[config.mk]
export PLATFORM = sky130hd
export DESIGN_NAME = stage_reader_flat
export DESIGN_NICKNAME = d
export VERILOG_FILES = /design/src/rtl/stage_reader_pkg.sv /design/src/rtl/stage_reader_if.sv /design/src/rtl/stage_reader_addr_bitrev.sv /design/src/rtl/stage_reader.sv /design/src/flat_wrapper.sv
export SDC_FILE = /design/constraint.sdc
export NUM_CORES = 1
export LEC_CHECK = 0
export CAP_MARGIN = 20
export CORE_MARGIN = 8
export CORE_UTILIZATION = 35
export CTS_BUF_LIST = sky130_fd_sc_hd__clkbuf_4 sky130_fd_sc_hd__clkbuf_8
export CTS_CLUSTER_DIAMETER = 100
export CTS_CLUSTER_SIZE = 10
export DETAILED_ROUTE_END_ITERATION = 10
export GPL_ROUTABILITY_DRIVEN = 0
export PLACE_DENSITY = 0.71
export SLEW_MARGIN = 20
export SYNTH_ARGS = -nofsm -noshare
export SYNTH_HDL_FRONTEND = slang
export SYNTH_SLANG_ARGS = --single-unit
[constraint.sdc]
create_clock -name clk -period 3.2 [get_ports clk]
set_clock_uncertainty 0.2 [all_clocks]
set_input_delay 0.96 -clock clk [delete_from_list [all_inputs] [get_ports clk]]
set_output_delay 0.96 -clock clk [all_outputs]
set_load 0.005 [all_outputs]
[src/rtl/stage_reader_pkg.sv]
// stage_reader_pkg: state encoding shared by the stage read engine
package stage_reader_pkg;
  typedef enum logic [1:0] {
    SR_IDLE  = 2'd0,
    SR_READ  = 2'd1,
    SR_DRAIN = 2'd2
  } sr_state_e;
endpackage

[src/rtl/stage_reader_if.sv]
// stage_reader_if: stage read ports, metadata FIFO head and output stream of the stage reader
interface stage_reader_if #(
  parameter int LOG_N  = 3,
  parameter int WIDTH  = 32,
  parameter int MWIDTH = 1
);
  logic              start;
  logic [LOG_N-1:0]  out_addr0;
  logic [LOG_N-1:0]  out_addr1;
  logic [WIDTH-1:0]  in_data0;
  logic [WIDTH-1:0]  in_data1;
  logic [MWIDTH-1:0] m_data;
  logic              m_full;
  logic              m_read;
  logic              out_ready;
  logic              out_nd;
  logic [WIDTH-1:0]  out_data;
  logic [MWIDTH-1:0] out_m;
  logic              active;
  logic              done;
  logic              error;
  modport master (
    input  start, in_data0, in_data1, m_data, m_full, out_ready,
    output out_addr0, out_addr1, m_read, out_nd, out_data, out_m, active, done, error
  );
  modport slave (
    output start, in_data0, in_data1, m_data, m_full, out_ready,
    input  out_addr0, out_addr1, m_read, out_nd, out_data, out_m, active, done, error
  );
endinterface

[src/rtl/stage_reader_addr_bitrev.sv]
// addr_bitrev: combinational bit reversal of a LOG_N-bit address
module addr_bitrev #(
  parameter int LOG_N = 3
) (
  input  logic [LOG_N-1:0] addr_i,
  output logic [LOG_N-1:0] addr_o
);
  for (genvar i = 0; i < LOG_N; i++) begin : g_rev
    assign addr_o[i] = addr_i[LOG_N-1-i];
  end
endmodule

[src/rtl/stage_reader.sv]
// stage_reader: streams one FFT stage memory as serial samples with metadata; STAGE_READER_BITREV_EN selects bit-reversed read order
module stage_reader
  import stage_reader_pkg::*;
#(
  parameter int N      = 8,
  parameter int LOG_N  = 3,
  parameter int WIDTH  = 32,
  parameter int MWIDTH = 1
) (
  input logic clk,
  input logic rst,
  stage_reader_if.master bus
);
  localparam logic [LOG_N-2:0] LAST_PAIR = (LOG_N-1)'(N/2-1);
  sr_state_e state_q, state_d;
  logic [LOG_N-2:0] k_q, k_cur;
  logic [LOG_N-1:0] addr0_q, addr1_q, addr0_d, addr1_d;
  logic [WIDTH-1:0] h0_q, h1_q;
  logic v0_q, v1_q, pend_q, settled_q, done_q, error_q;
  logic idle, tr, h_free, cap, start_ok, issue, last_tr;
  assign idle  = state_q == SR_IDLE;
  assign k_cur = idle ? '0 : k_q;
`ifdef STAGE_READER_BITREV_EN
  logic [LOG_N-1:0] rev;
  addr_bitrev #(.LOG_N(LOG_N)) u_bitrev (.addr_i({k_cur, 1'b0}), .addr_o(rev));
  assign addr0_d = rev;
  assign addr1_d = rev | LOG_N'(N/2);
`else
  assign addr0_d = {k_cur, 1'b0};
  assign addr1_d = {k_cur, 1'b1};
`endif
  // in_data keeps reflecting the held address, so a pending pair waits until both holding regs free up
  assign tr       = (v0_q | v1_q) & bus.out_ready;
  assign h_free   = ~(v0_q | v1_q) | ((v0_q ^ v1_q) & tr);
  assign cap      = pend_q & settled_q & h_free;
  assign start_ok = idle & bus.start;
  assign issue    = start_ok | ((state_q == SR_READ) & (~pend_q | cap));
  assign last_tr  = (state_q == SR_DRAIN) & ~pend_q & (v0_q ^ v1_q) & tr;
  assign state_d  = start_ok ? SR_READ
                  : ((state_q == SR_READ) && issue && (k_q == LAST_PAIR)) ? SR_DRAIN
                  : last_tr ? SR_IDLE
                  : state_q;
  always_ff @(posedge clk or posedge rst)
    if (rst) begin
      state_q   <= SR_IDLE;
      k_q       <= '0;
      addr0_q   <= '0;
      addr1_q   <= '0;
      h0_q      <= '0;
      h1_q      <= '0;
      v0_q      <= 1'b0;
      v1_q      <= 1'b0;
      pend_q    <= 1'b0;
      settled_q <= 1'b0;
      done_q    <= 1'b0;
      error_q   <= 1'b0;
    end else begin
      state_q <= state_d;
      if (issue) begin
        k_q     <= k_cur + (LOG_N-1)'(1);
        addr0_q <= addr0_d;
        addr1_q <= addr1_d;
      end
      pend_q    <= issue | (pend_q & ~cap);
      settled_q <= ~issue;
      if (cap) begin
        h0_q <= bus.in_data0;
        h1_q <= bus.in_data1;
        v0_q <= 1'b1;
        v1_q <= 1'b1;
      end else if (tr) begin
        v0_q <= 1'b0;
        v1_q <= v0_q & v1_q;
      end
      done_q  <= last_tr;
      error_q <= error_q | (tr & ~bus.m_full) | (bus.start & ~idle & ~last_tr);
    end
  assign bus.out_addr0 = addr0_q;
  assign bus.out_addr1 = addr1_q;
  assign bus.out_nd    = v0_q | v1_q;
  assign bus.out_data  = v0_q ? h0_q : h1_q;
  assign bus.out_m     = bus.out_nd ? bus.m_data : {MWIDTH{1'b0}};
  assign bus.m_read    = tr & bus.m_full;
  assign bus.active    = ~idle;
  assign bus.done      = done_q;
  assign bus.error     = error_q;
endmodule
[src/flat_wrapper.sv]
// flat-port wrapper written by rule: the top's interface ports become plain ports
module stage_reader_flat import stage_reader_pkg::*;
#(
  parameter int N      = 8,
  parameter int LOG_N  = 3,
  parameter int WIDTH  = 32,
  parameter int MWIDTH = 1
)
  (clk, rst, bus_start, bus_in_data0, bus_in_data1, bus_m_data, bus_m_full, bus_out_ready, bus_out_addr0, bus_out_addr1, bus_m_read, bus_out_nd, bus_out_data, bus_out_m, bus_active, bus_done, bus_error);
  stage_reader_if #(.LOG_N(LOG_N), .WIDTH(WIDTH), .MWIDTH(MWIDTH)) bus_i ();
  input logic clk;
  input logic rst;
  input wire logic [$bits(bus_i.start)-1:0] bus_start;
  input wire logic [$bits(bus_i.in_data0)-1:0] bus_in_data0;
  input wire logic [$bits(bus_i.in_data1)-1:0] bus_in_data1;
  input wire logic [$bits(bus_i.m_data)-1:0] bus_m_data;
  input wire logic [$bits(bus_i.m_full)-1:0] bus_m_full;
  input wire logic [$bits(bus_i.out_ready)-1:0] bus_out_ready;
  output wire logic [$bits(bus_i.out_addr0)-1:0] bus_out_addr0;
  output wire logic [$bits(bus_i.out_addr1)-1:0] bus_out_addr1;
  output wire logic [$bits(bus_i.m_read)-1:0] bus_m_read;
  output wire logic [$bits(bus_i.out_nd)-1:0] bus_out_nd;
  output wire logic [$bits(bus_i.out_data)-1:0] bus_out_data;
  output wire logic [$bits(bus_i.out_m)-1:0] bus_out_m;
  output wire logic [$bits(bus_i.active)-1:0] bus_active;
  output wire logic [$bits(bus_i.done)-1:0] bus_done;
  output wire logic [$bits(bus_i.error)-1:0] bus_error;
  assign bus_i.start = bus_start;
  assign bus_i.in_data0 = bus_in_data0;
  assign bus_i.in_data1 = bus_in_data1;
  assign bus_i.m_data = bus_m_data;
  assign bus_i.m_full = bus_m_full;
  assign bus_i.out_ready = bus_out_ready;
  assign bus_out_addr0 = bus_i.out_addr0;
  assign bus_out_addr1 = bus_i.out_addr1;
  assign bus_m_read = bus_i.m_read;
  assign bus_out_nd = bus_i.out_nd;
  assign bus_out_data = bus_i.out_data;
  assign bus_out_m = bus_i.out_m;
  assign bus_active = bus_i.active;
  assign bus_done = bus_i.done;
  assign bus_error = bus_i.error;
  stage_reader #(.N(N), .LOG_N(LOG_N), .WIDTH(WIDTH), .MWIDTH(MWIDTH)) u_core (.clk(clk), .rst(rst), .bus(bus_i));
endmodule
# Yosys cells after proc, flatten, opt, wreduce, memory -nomap -nowiden
# Cells that the tools add are included.
# op_classes
n_addsub	1
n_eq_ne	3
mux	10
bitwise	30
reduce_logical	5
# op_table
operator	count
2-to-1 mux 32 bit	1
bitwise AND 1 bit	15
2-to-1 mux 2 bit	4
inverter 1 bit	7
bitwise OR 1 bit	7
2-to-1 mux 1 bit	5
equality test 2 bit, second input constant	2
nonzero test 3 bit	1
adder 2 x 1 -> 2 bit, second input constant	1
equality test 2 x 1 -> 1 bit, second input constant	1
logical AND 1 bit	2
zero test 2 bit	1
nonzero test 2 bit	1
XOR 1 bit	1
# totals
register_bits	79
inputBits	70
word_cells	61

# Logic depth before layout (Yosys ltp)
# Gate-level depths: netlist of run 1.
# depth
word_depth	12
mapped_depth	9
mapped_depth_nobuf	5

# Worst setup path before layout of run 1
# No wires, ideal clock.
# synth_timing
path_type	flip-flop to output port
startpoint	register u_core.v0_q
endpoint	output port bus_m_read
arrival_time_ns	1.330
t_required_ns	2.040
slack_ns	0.710
path_stages_with_launch	7
path_buffers	2
path_cell_list	dfrtp_1 clkbuf_1 buf_2 inv_1 ha_1 inv_1 and3_1
# synth_via
elab_chain_len	3
# synth_rtl
item	line_no	rtl
start: declaration	stage_reader.sv:19	logic v0_q, v1_q, pend_q, settled_q, done_q, error_q;
start signal: assignment	stage_reader.sv:51	v0_q <= 1'b0;
start signal: assignment	stage_reader.sv:69	v0_q <= 1'b1;
start signal: assignment	stage_reader.sv:72	v0_q <= 1'b0;
bitwise OR 1 bit	--	
via bus_out_nd	flat_wrapper.sv:22	output wire logic [$bits(bus_i.out_nd)-1:0] bus_out_nd;
bitwise AND 1 bit	stage_reader.sv:33	assign tr = (v0_q | v1_q) & bus.out_ready;
bitwise AND 1 bit	stage_reader.sv:83	assign bus.m_read = tr & bus.m_full;
end: declaration	flat_wrapper.sv:21	output wire logic [$bits(bus_i.m_read)-1:0] bus_m_read;
# The timed path passes the listed nets, and every way through them passes these cells.

# Worst setup path after layout of run 1
# layout_timing
startpoint	register u_core.v0_q
endpoint	output port bus_out_data[5]
# layout_via
elab_chain_len	1
# layout_rtl
item	line_no	rtl
2-to-1 mux 32 bit	stage_reader.sv:81	assign bus.out_data = v0_q ? h0_q : h1_q;
end: declaration	flat_wrapper.sv:23	output wire logic [$bits(bus_i.out_data)-1:0] bus_out_data;
# Every way passes these cells.

==> results of run 1 <==
==> state kept, by name, summed over array words and instances (netlist names) <==
| signal | cells |
|---|---|
| u_core.bus.out_addr1 | 3 |
| u_core.settled_q | 1 |
| u_core.v0_q | 1 |
| u_core.h1_q | 32 |
| u_core.pend_q | 1 |
| u_core.state_q | 2 |
| u_core.v1_q | 1 |
| u_core.k_q | 2 |
| u_core.bus.done | 1 |
| u_core.bus.error | 1 |
| u_core.h0_q | 32 |
==> kinds of logic (layout without fill, tap and decap cells) <==
family	count (synthesis)	count (layout)	synth area share
AO/OA/AOI/OAI	16	16	0.0362
adder cells (fa/ha/maj)	2	2	0.00724
buffers and inverters	25	146	0.0438
flip-flops	77	77	0.558
multiplexers	98	98	0.319
other	1	1	0.00109
AND/OR/NAND/NOR	24	24	0.0351
==> power by group through the flow <==
stage               combinational [uW]  sequential [uW]  clock (uW)
floorplan                         1430             1640           0
global placement                  2400             1700           0
detailed placement                2430             1730           0
CTS                               2450             1710         827
global route                      2610             1770         858
finish                            2380             1710         782
==> final timing paths <==
kind	end	slack (ns)
setup / recovery	bus_out_data[5]	0.19
hold / removal	u_core.bus.out_addr1[0]	0.27
setup reg to reg	u_core.h1_q[12]	1.10
hold reg to reg	u_core.bus.out_addr1[0]	0.27
max in group asynchronous	u_core.h0_q[14]	1.42
min in group asynchronous	u_core.h1_q[18]	0.80
==> layer usage <==
metal	global-route usage	up-vias	share of wire
met4	0.0447	0	0.012
li1	-	1080	-
met1	0.135	1139	0.42
met3	0.0457	10	0.069
met2	0.210	60	0.50
met5	0	-	0
==> through the flow <==
stage / total power [uW] / instance area, um^2 / setup WS [ns] / utilization
6_report: 4870 / 4960 / 0.193 / 0.512
5_1_grt: 5240 / 4960 / 0.0653 / 0.512
4_1_cts: 4990 / 4960 / 0.139 / 0.512
3_5_place_dp: 4170 / 4750 / -0.0543 / 0.490
3_3_place_gp: 4100 / 4750 / -0.0369 / 0.490
2_1_floorplan: 3080 / 3450 / 0.0733 / -
==> cells in the final DEF (no fill, tap or decap), drive strengths merged, types with 2 or more instances in the layout <==
cell type      synthesis  routed
ha                     2       2
inv                   10      10
mux2                  96      96
nand2                 12      12
a211oi                 3       3
clkinvlp               0       2
o221ai                 2       2
nor2b                  2       2
clkinv                 0       3
bufinv                 0       2
clkbuf                 1       9
dfrtp                 77      77
clkdlybuf4s50          0     110
mux2i                  2       2
a21oi                  2       2
nand3                  2       2
dlygate4sd2            0       2
or2                    2       2
buf                   14       8
==> worst max-delay path, cell delays in order (launching register included) <==
cell             delay [ns]
dfrtp_1                0.40
buf_4                  0.29
mux2_2                 0.37
clkdlybuf4s50_1        0.45
==> layout make-up <==
cell class                      count  area, um^2  share of cell area
Clock inverter                      7        90.1              0.0182
Clock buffer                        9         124              0.0250
Timing Repair Buffer              120        1230               0.248
Inverter                           10        37.5             0.00757
Tap cell                          133         166              0.0336
Sequential cell                    77        1930               0.389
Multi-Input combinational cell    141        1380               0.279
==> what timing repair did <==
action,4_1_cts,5_1_grt
resized for setup,2,0
setup endpoints to repair,2,0
setup buffers,0,0
==> flow_metrics.py, run 1 <==
metrics = {
    "detailed_routing": {
        "vias": 2289,
        "ant_nets": 0,
        "finalWirelength_mm": 7.82,
        "wl_per_cell_um": 15.7,
        "drt-vias-per-instance": 4.61,
        "drcViolationCount": 0,
        "drt_iter0_markers": 33,
        "first_pass_iters": 3,
    },
    "logic_synthesis": {
        "postSynth.asyncResetShare": 1.00,
        "ys_types": 35,
        "ys_top_cells_by_area": "dfrtp_1 56%, mux2_1 22%, mux2_2 9.1%",
        "syn_area_per_cell_um2": 14.2,
        "synth_most_common_cell": "dfrtp_1",
        "ys_ff_latch": 77,
        "synth_edf_count": 0,
        "syn_area_mm2": 0.00345,
        "synth_commonest_cells": "77 x dfrtp_1, 68 x mux2_1, 28 x mux2_2",
        "yosysSeqAreaShare": 0.558,
        "ys_warn_count": 0,
        "yosys.area.top_type": "dfrtp_1",
        "synthesis.nets": 315,
        "ys.flop_type": "dfrtp_1",
        "synth_cells": 243,
        "synth_top_cell_area_share": 0.558,
    },
    "timing": {
        "setup_viol": 0,
        "rsz0062_at_grt": "false",
        "worst_slew_pin_slew_ns": 0.593,
        "finalHoldViolations": 0,
        "finalMaxSlewViolations": 0,
        "period_minus_slack_ns": 3.01,
        "fin_tns_setup_ns": 0,
        "fmax_mhz": 333,
        "period_share": 0.940,
        "holdWs_ns": 0.273,
        "maxSlewHeadroom": 0.604,
    },
    "cells_and_area": {
        "final-instance-count-excl-fill": 497,
        "area_growth_pct": 43.5,
        "nets": 431,
        "antenna_cells": 0,
        "num-fill-cells": 891,
        "drive_gt1_frac": 0.157,
    },
    "global_routing": {
        "grt_pass1_wl_mm": 12.7,
        "grt_max_degree": 36,
        "grt-ovfl-total": 0,
        "grt_pass1_vias": 2584,
        "grt_use_total": 0.122,
        "antenna_found_initial": 0,
    },
    "clock_tree": {
        "clk_latency_ns": 0.33,
        "clock_path_buffers": 2,
        "cts_hold_buffers": 0,
        "cts_made_buffers": 9,
        "cts_tree": "built",
        "htreeDepth": 3,
        "clock-sinks": 77,
        "clk_pin_slew_worst_paths_ns": 0.07,
        "cts-root-buf": "clkbuf_8",
    },
    "power_and_ir_drop": {
        "ir_drop_mv": 0.366,
        "switching_power_uw": 1480,
        "switching_share": 0.304,
        "pwr-share-comb": 0.488,
        "clkPwrFrac": 0.161,
        "seq_power_share": 0.351,
        "p_int_uw": 3390,
        "p_per_area_mw_per_mm2": 982,
        "leakage_uw": 0.00207,
    },
    "placement": {
        "hpwl_mm": 5.82,
        "dp.cells": 481,
        "portBuffers": 112,
    },
    "worst_setup_path": {
        "cp_max_fo": 17,
        "crit_path_start": "u_core.v0_q",
        "cp-start-kind": "register",
        "r2r_cells": 6,
        "path_class": "register to output pin",
        "r2r_start": "u_core.v0_q",
        "cp_data_required_time_ns": 2.04,
        "worstPathArrival_ns": 1.85,
        "cp-end-kind": "output pin",
    },
    "run_status": {
        "status": "finished clean",
    },
    "hold_path": {
        "min_path_cells": 1,
        "worstHoldPathType": "register to register",
        "worstHoldStart": "u_core.bus.out_addr1[0]",
    },
    "floorplanning": {
        "die_width_um": 115,
        "ios": 114,
        "initial_core_util": 0.357,
        "die-area_mm2": 0.0133,
        "chipHeight_um": 115,
        "core_area_mm2": 0.00968,
        "row_count": 36,
    },
    "job": {
        "cap_violations": 0,
    },
}
Note: power is estimated with default switching activity, not from simulation.
==> run 2, diff against run 1 <==
==> constraint.sdc (replaced) <==
create_clock -name clk -period 3.2 [get_ports clk]
set_clock_uncertainty 0.2 [all_clocks]
set_input_delay 0.48 -clock clk [delete_from_list [all_inputs] [get_ports clk]]
set_output_delay 0.48 -clock clk [all_outputs]
set_load 0.005 [all_outputs]
==> run 2 against run 1 <==
First-iteration DRC count rose by 61%. Core utilization fell by 0.25 points. Fmax rose by 11%. Sequential power barely moved. Cell area fell by 0.48%. Via count fell by 1.3%. Non-clock buffer count fell by 3. Critical path type unchanged. Largest power group unchanged. Highest routed layer unchanged.
==> flow_metrics.py, run 2 (synthesis results as in run 1) <==
metrics = {
    "clock_tree": {
        "cts_made_buffers": 9,
        "cts-root-buf": "clkbuf_8",
        "cts_setup_buffers": 0,
        "cts_resized": 0,
        "htreeDepth": 3,
        "cts_tree": "built",
        "clock-sinks": 77,
        "clk_latency_ns": 0.34,
        "clk_pin_slew_worst_paths_ns": 0.08,
        "clock_path_buffers": 2,
        "cts_hold_buffers": 0,
    },
    "timing": {
        "fmax_mhz": 368,
        "setup_viol": 0,
        "period_minus_slack_ns": 2.72,
        "finalMaxSlewViolations": 0,
        "maxSlewHeadroom": 0.641,
        "finalHoldViolations": 0,
        "holdWs_ns": 0.278,
        "fin_tns_setup_ns": 0,
        "rsz0062_at_grt": "false",
        "worst_slew_pin_slew_ns": 0.538,
        "period_share": 0.850,
    },
    "worst_setup_path": {
        "r2r_cells": 6,
        "path_class": "register to output pin",
        "crit_path_start": "u_core.v0_q",
        "cp_max_fo": 17,
        "slowest_delay_ns": 0.54,
        "r2r_setup_slack_ns": 0.90,
        "r2r_start": "u_core.v0_q",
        "crit_buf_inv": 2,
        "worstPathArrival_ns": 2.04,
        "cp-start-kind": "register",
        "cp_slowest_cell": "dfrtp_1",
        "path_cells": "buf_4 > mux2_2 > clkdlybuf4s50_1",
        "timing.rr.end": "u_core.h1_q[11]",
        "crit_family": "buffers and inverters",
        "cp-end-kind": "output pin",
        "cp_data_required_time_ns": 2.52,
    },
    "cells_and_area": {
        "area_growth_pct": 42.8,
        "final_cell_mix": "112 x clkdlybuf4s50_1, 77 x dfrtp_1, 68 x mux2_1",
        "antenna_cells": 0,
        "nets": 428,
        "layout_commonest_cell": "clkdlybuf4s50_1",
        "drive_gt1_frac": 0.150,
        "final_area_mm2": 0.00493,
    },
    "placement": {
        "placed_area_mm2": 0.00469,
        "hpwl_mm": 5.72,
        "portBuffers": 112,
    },
    "hold_path": {
        "hold_end": "u_core.bus.error",
        "min_path_cells": 2,
        "worstHoldPathType": "register to register",
        "worstHoldStart": "u_core.bus.error",
    },
    "global_routing": {
        "grt.met2_usage": 0.202,
        "grt_use_met3": 0.0425,
        "grt_pass1_wl_mm": 12.6,
        "grt_pass1_vias": 2531,
        "grt_util_met1": 0.139,
        "antenna_found_initial": 0,
        "grt_max_degree": 78,
        "grt_use_total": 0.121,
        "grt-ovfl-total": 0,
        "grt_busiest_layer": "met2",
    },
    "detailed_routing": {
        "wl_per_cell_um": 15.8,
        "ant_nets": 0,
        "drt-vias-per-instance": 4.57,
        "first_pass_iters": 2,
        "finalWirelength_mm": 7.83,
        "drcViolationCount": 0,
        "vias": 2259,
        "drt_iter0_markers": 53,
    },
    "floorplanning": {
        "core_area_mm2": 0.00968,
        "row_count": 36,
        "ios": 114,
        "chipHeight_um": 115,
        "die-area_mm2": 0.0133,
        "die_width_um": 115,
        "initial_core_util": 0.357,
    },
    "power_and_ir_drop": {
        "leakage_uw": 0.00206,
        "ir_drop_mv": 0.485,
        "p_per_area_mw_per_mm2": 1000,
    },
    "job": {
        "cap_violations": 0,
    },
    "run_status": {
        "status": "finished clean",
    },
}
run 2: power by group:
part / leakage [uW] / switching (uW) / internal (uW)
Sequential: 0.000898 / 267 / 1470
Clock: 0.000127 / 348 / 557
Combinational: 0.00103 / 858 / 1440
Total: 0.00206 / 1470 / 3470
run 2: tightest hold or removal path: stages (launching register included):
cell,delay [ns]
dfrtp_1,0.35
inv_1,0.04
o221ai_1,0.05
run 2: metrics by stage:
| stage | util | std cells | setup slack [ns] | total power [uW] |
|---|---|---|---|---|
| after global routing | 0.509 | 494 | 0.336 | 5310 |
| after CTS | 0.509 | 494 | 0.427 | 5040 |
| after detailed placement | 0.484 | 478 | 0.813 | 4110 |
| final | 0.509 | 494 | 0.479 | 4940 |
| after floorplan | - | 243 | 0.553 | 3080 |
| after global placement | 0.484 | 478 | 0.827 | 4040 |
run 2: how the worst max path moves through the flow:
stage / end / slack, ns / cells past startpoint
global placement: bus_m_read / 0.83 / 3
CTS: bus_out_data[0] / 0.43 / 3
global route: bus_m_read / 0.34 / 5
finish: bus_out_data[0] / 0.48 / 3
floorplan: u_core.bus.done / 0.55 / 1
detailed placement: bus_m_read / 0.81 / 3
run 2: routing by layer:
layer  routed length (um)  vias up
li1                     -     1077
met3                  495       10
met5                    0        -
met1                 3380     1110
met2                 3840       62
met4                  113        0
run 2: final cells by class:
type	instances	area (um^2)
clock buffers	12	153
clock inverters	4	95.1
fillers	852	4750
inverters	10	37.5
multi-input cells	141	1380
flip-flops and latches	77	1930
well taps	133	166
repair buffers	117	1170
==> run 3, diff against run 2 <==
Settings changed: PLACE_DENSITY 0.71 to 0.69, REMOVE_ABC_BUFFERS set to 1.
Clock period 3.2 ns to 2.9 ns, I/O delays scaled along.
==> run 3 against run 2 <==
Combinational power rose by 12%. Largest cell class unchanged. Sequential share of layout area rose by 0.51 points. Critical endpoint is now bus_out_data[24]. Highest routed layer unchanged. Sequential cell count did not move. Non-clock buffer count did not move. Global-route usage rose by 0.41 points. Sequential power rose by 10%. Wire length rose by 0.91%. Final cell count did not move.
==> flow_metrics.py, run 3 (synthesis results as in run 1) <==
metrics = {
    "detailed_routing": {
        "finalWirelength_mm": 7.90,
        "first_pass_iters": 4,
        "ant_nets": 0,
        "drt_iter0_markers": 69,
        "drcViolationCount": 0,
        "vias": 2257,
        "drt-vias-per-instance": 4.57,
        "wl_per_cell_um": 16.0,
    },
    "clock_tree": {
        "clk_pin_slew_worst_paths_ns": 0.08,
        "cts_resized": 0,
        "clock_path_buffers": 2,
        "cts-root-buf": "clkbuf_8",
        "cts_setup_buffers": 0,
        "htreeDepth": 3,
        "cts_made_buffers": 9,
        "clk_latency_ns": 0.34,
        "cts_tree": "built",
        "clock-sinks": 77,
        "cts_hold_buffers": 0,
    },
    "hold_path": {
        "worstHoldStart": "u_core.bus.out_addr1[0]",
        "worstHoldPathType": "register to register",
    },
    "worst_setup_path": {
        "cp-end-kind": "output pin",
        "cp-start-kind": "register",
        "crit_path_start": "u_core.v0_q",
        "cp_data_required_time_ns": 2.27,
        "r2r_start": "u_core.v0_q",
        "path_class": "register to output pin",
        "worstPathArrival_ns": 1.95,
        "cp_max_fo": 19,
    },
    "floorplanning": {
        "initial_core_util": 0.357,
        "row_count": 36,
        "core_area_mm2": 0.00968,
        "die-area_mm2": 0.0133,
        "chipHeight_um": 115,
        "ios": 114,
        "die_width_um": 115,
    },
    "global_routing": {
        "grt_pass1_wl_mm": 13.0,
        "grt_max_degree": 78,
        "grt_use_total": 0.125,
        "grt-ovfl-total": 0,
        "grt_pass1_vias": 2550,
        "antenna_found_initial": 0,
    },
    "timing": {
        "holdWs_ns": 0.282,
        "worst_slew_pin_slew_ns": 0.585,
        "finalMaxSlewViolations": 0,
        "period_share": 0.893,
        "finalHoldViolations": 0,
        "fmax_mhz": 386,
        "setup_viol": 0,
        "period_minus_slack_ns": 2.59,
        "rsz0062_at_grt": "false",
        "fin_tns_setup_ns": 0,
        "maxSlewHeadroom": 0.609,
    },
    "cells_and_area": {
        "layout_commonest_cell": "clkdlybuf4s50_1",
        "drive_gt1_frac": 0.150,
        "nets": 428,
        "antenna_cells": 0,
        "area_growth_pct": 41.0,
        "final_cell_mix": "112 x clkdlybuf4s50_1, 77 x dfrtp_1, 68 x mux2_1",
        "final_area_mm2": 0.00487,
    },
    "power_and_ir_drop": {
        "seq_power_share": 0.368,
        "clkPwrFrac": 0.137,
        "ir_drop_mv": 0.527,
        "total_power_uw": 5190,
        "switching_share": 0.316,
        "p_int_uw": 3550,
        "p_per_area_mw_per_mm2": 1070,
        "switching_power_uw": 1640,
        "leakage_uw": 0.00202,
        "pwr-share-comb": 0.496,
    },
    "job": {
        "cap_violations": 0,
    },
    "placement": {
        "hpwl_mm": 5.77,
        "placed_area_mm2": 0.00470,
        "portBuffers": 112,
    },
    "run_status": {
        "status": "finished clean",
    },
}
## run 3: changes by cell type in the layout (fill, tap and decap cells not counted), sizes merged
| cell | delta |
|---|---|
| clkinv | +4 |
| bufinv | -3 |
| clkbuf | -2 |
| clkinvlp | +1 |
## run 3: worst paths after layout
path                                            to  slack (ns)  depth (start not counted)
max                               bus_out_data[24]        0.31                          3
min                        u_core.bus.out_addr1[0]        0.28                          1
max reg2reg                         u_core.h0_q[5]        0.83                          6
min reg2reg                u_core.bus.out_addr1[0]        0.28                          1
max in group asynchronous          u_core.h0_q[25]        1.86                          3
min in group asynchronous        u_core.state_q[0]        0.30                          3
## run 3: worst max-delay path: stages (launching register included)
cell	delay, ns
dfrtp_1	0.46
buf_4	0.32
mux2_2	0.38
clkdlybuf4s50_1	0.45
## run 3: per-stage QoR
stage	instances	util	setup WS (ns)
global route	494	0.503	0.194
finish	494	0.503	0.311
CTS	494	0.503	0.269
global placement	478	0.485	0.608
floorplan	228	-	-2.15
detailed placement	478	0.485	0.601
## run 3: power groups by stage
| stage | sequential (uW) | clock (uW) | combinational, uW |
|---|---|---|---|
| 2_1_floorplan | 1880 | 0 | 1410 |
| 3_3_place_gp | 1910 | 0 | 2570 |
| 3_5_place_dp | 1940 | 0 | 2620 |
| 4_1_cts | 1920 | 741 | 2650 |
| 5_1_grt | 1980 | 787 | 2830 |
| 6_report | 1910 | 709 | 2570 |
## run 3: area by class of cell
type,instances,area (um^2)
Clock buffer,10,131
Clock inverter,6,40.0
Fill cell,899,4810
Inverter,10,37.5
Multi-Input combinational cell,141,1380
Sequential cell,77,1930
Tap cell,133,166
Timing Repair Buffer,117,1180
## run 3: per-layer routing
layer,track usage,part of all wire,routed length [um],vias to the layer above
met3,0.0446,0.057,453,11
met4,0.0473,0.014,114,0
met2,0.210,0.50,3960,65
met1,0.144,0.43,3370,1101
li1,-,-,-,1080
met5,0,0,0,-
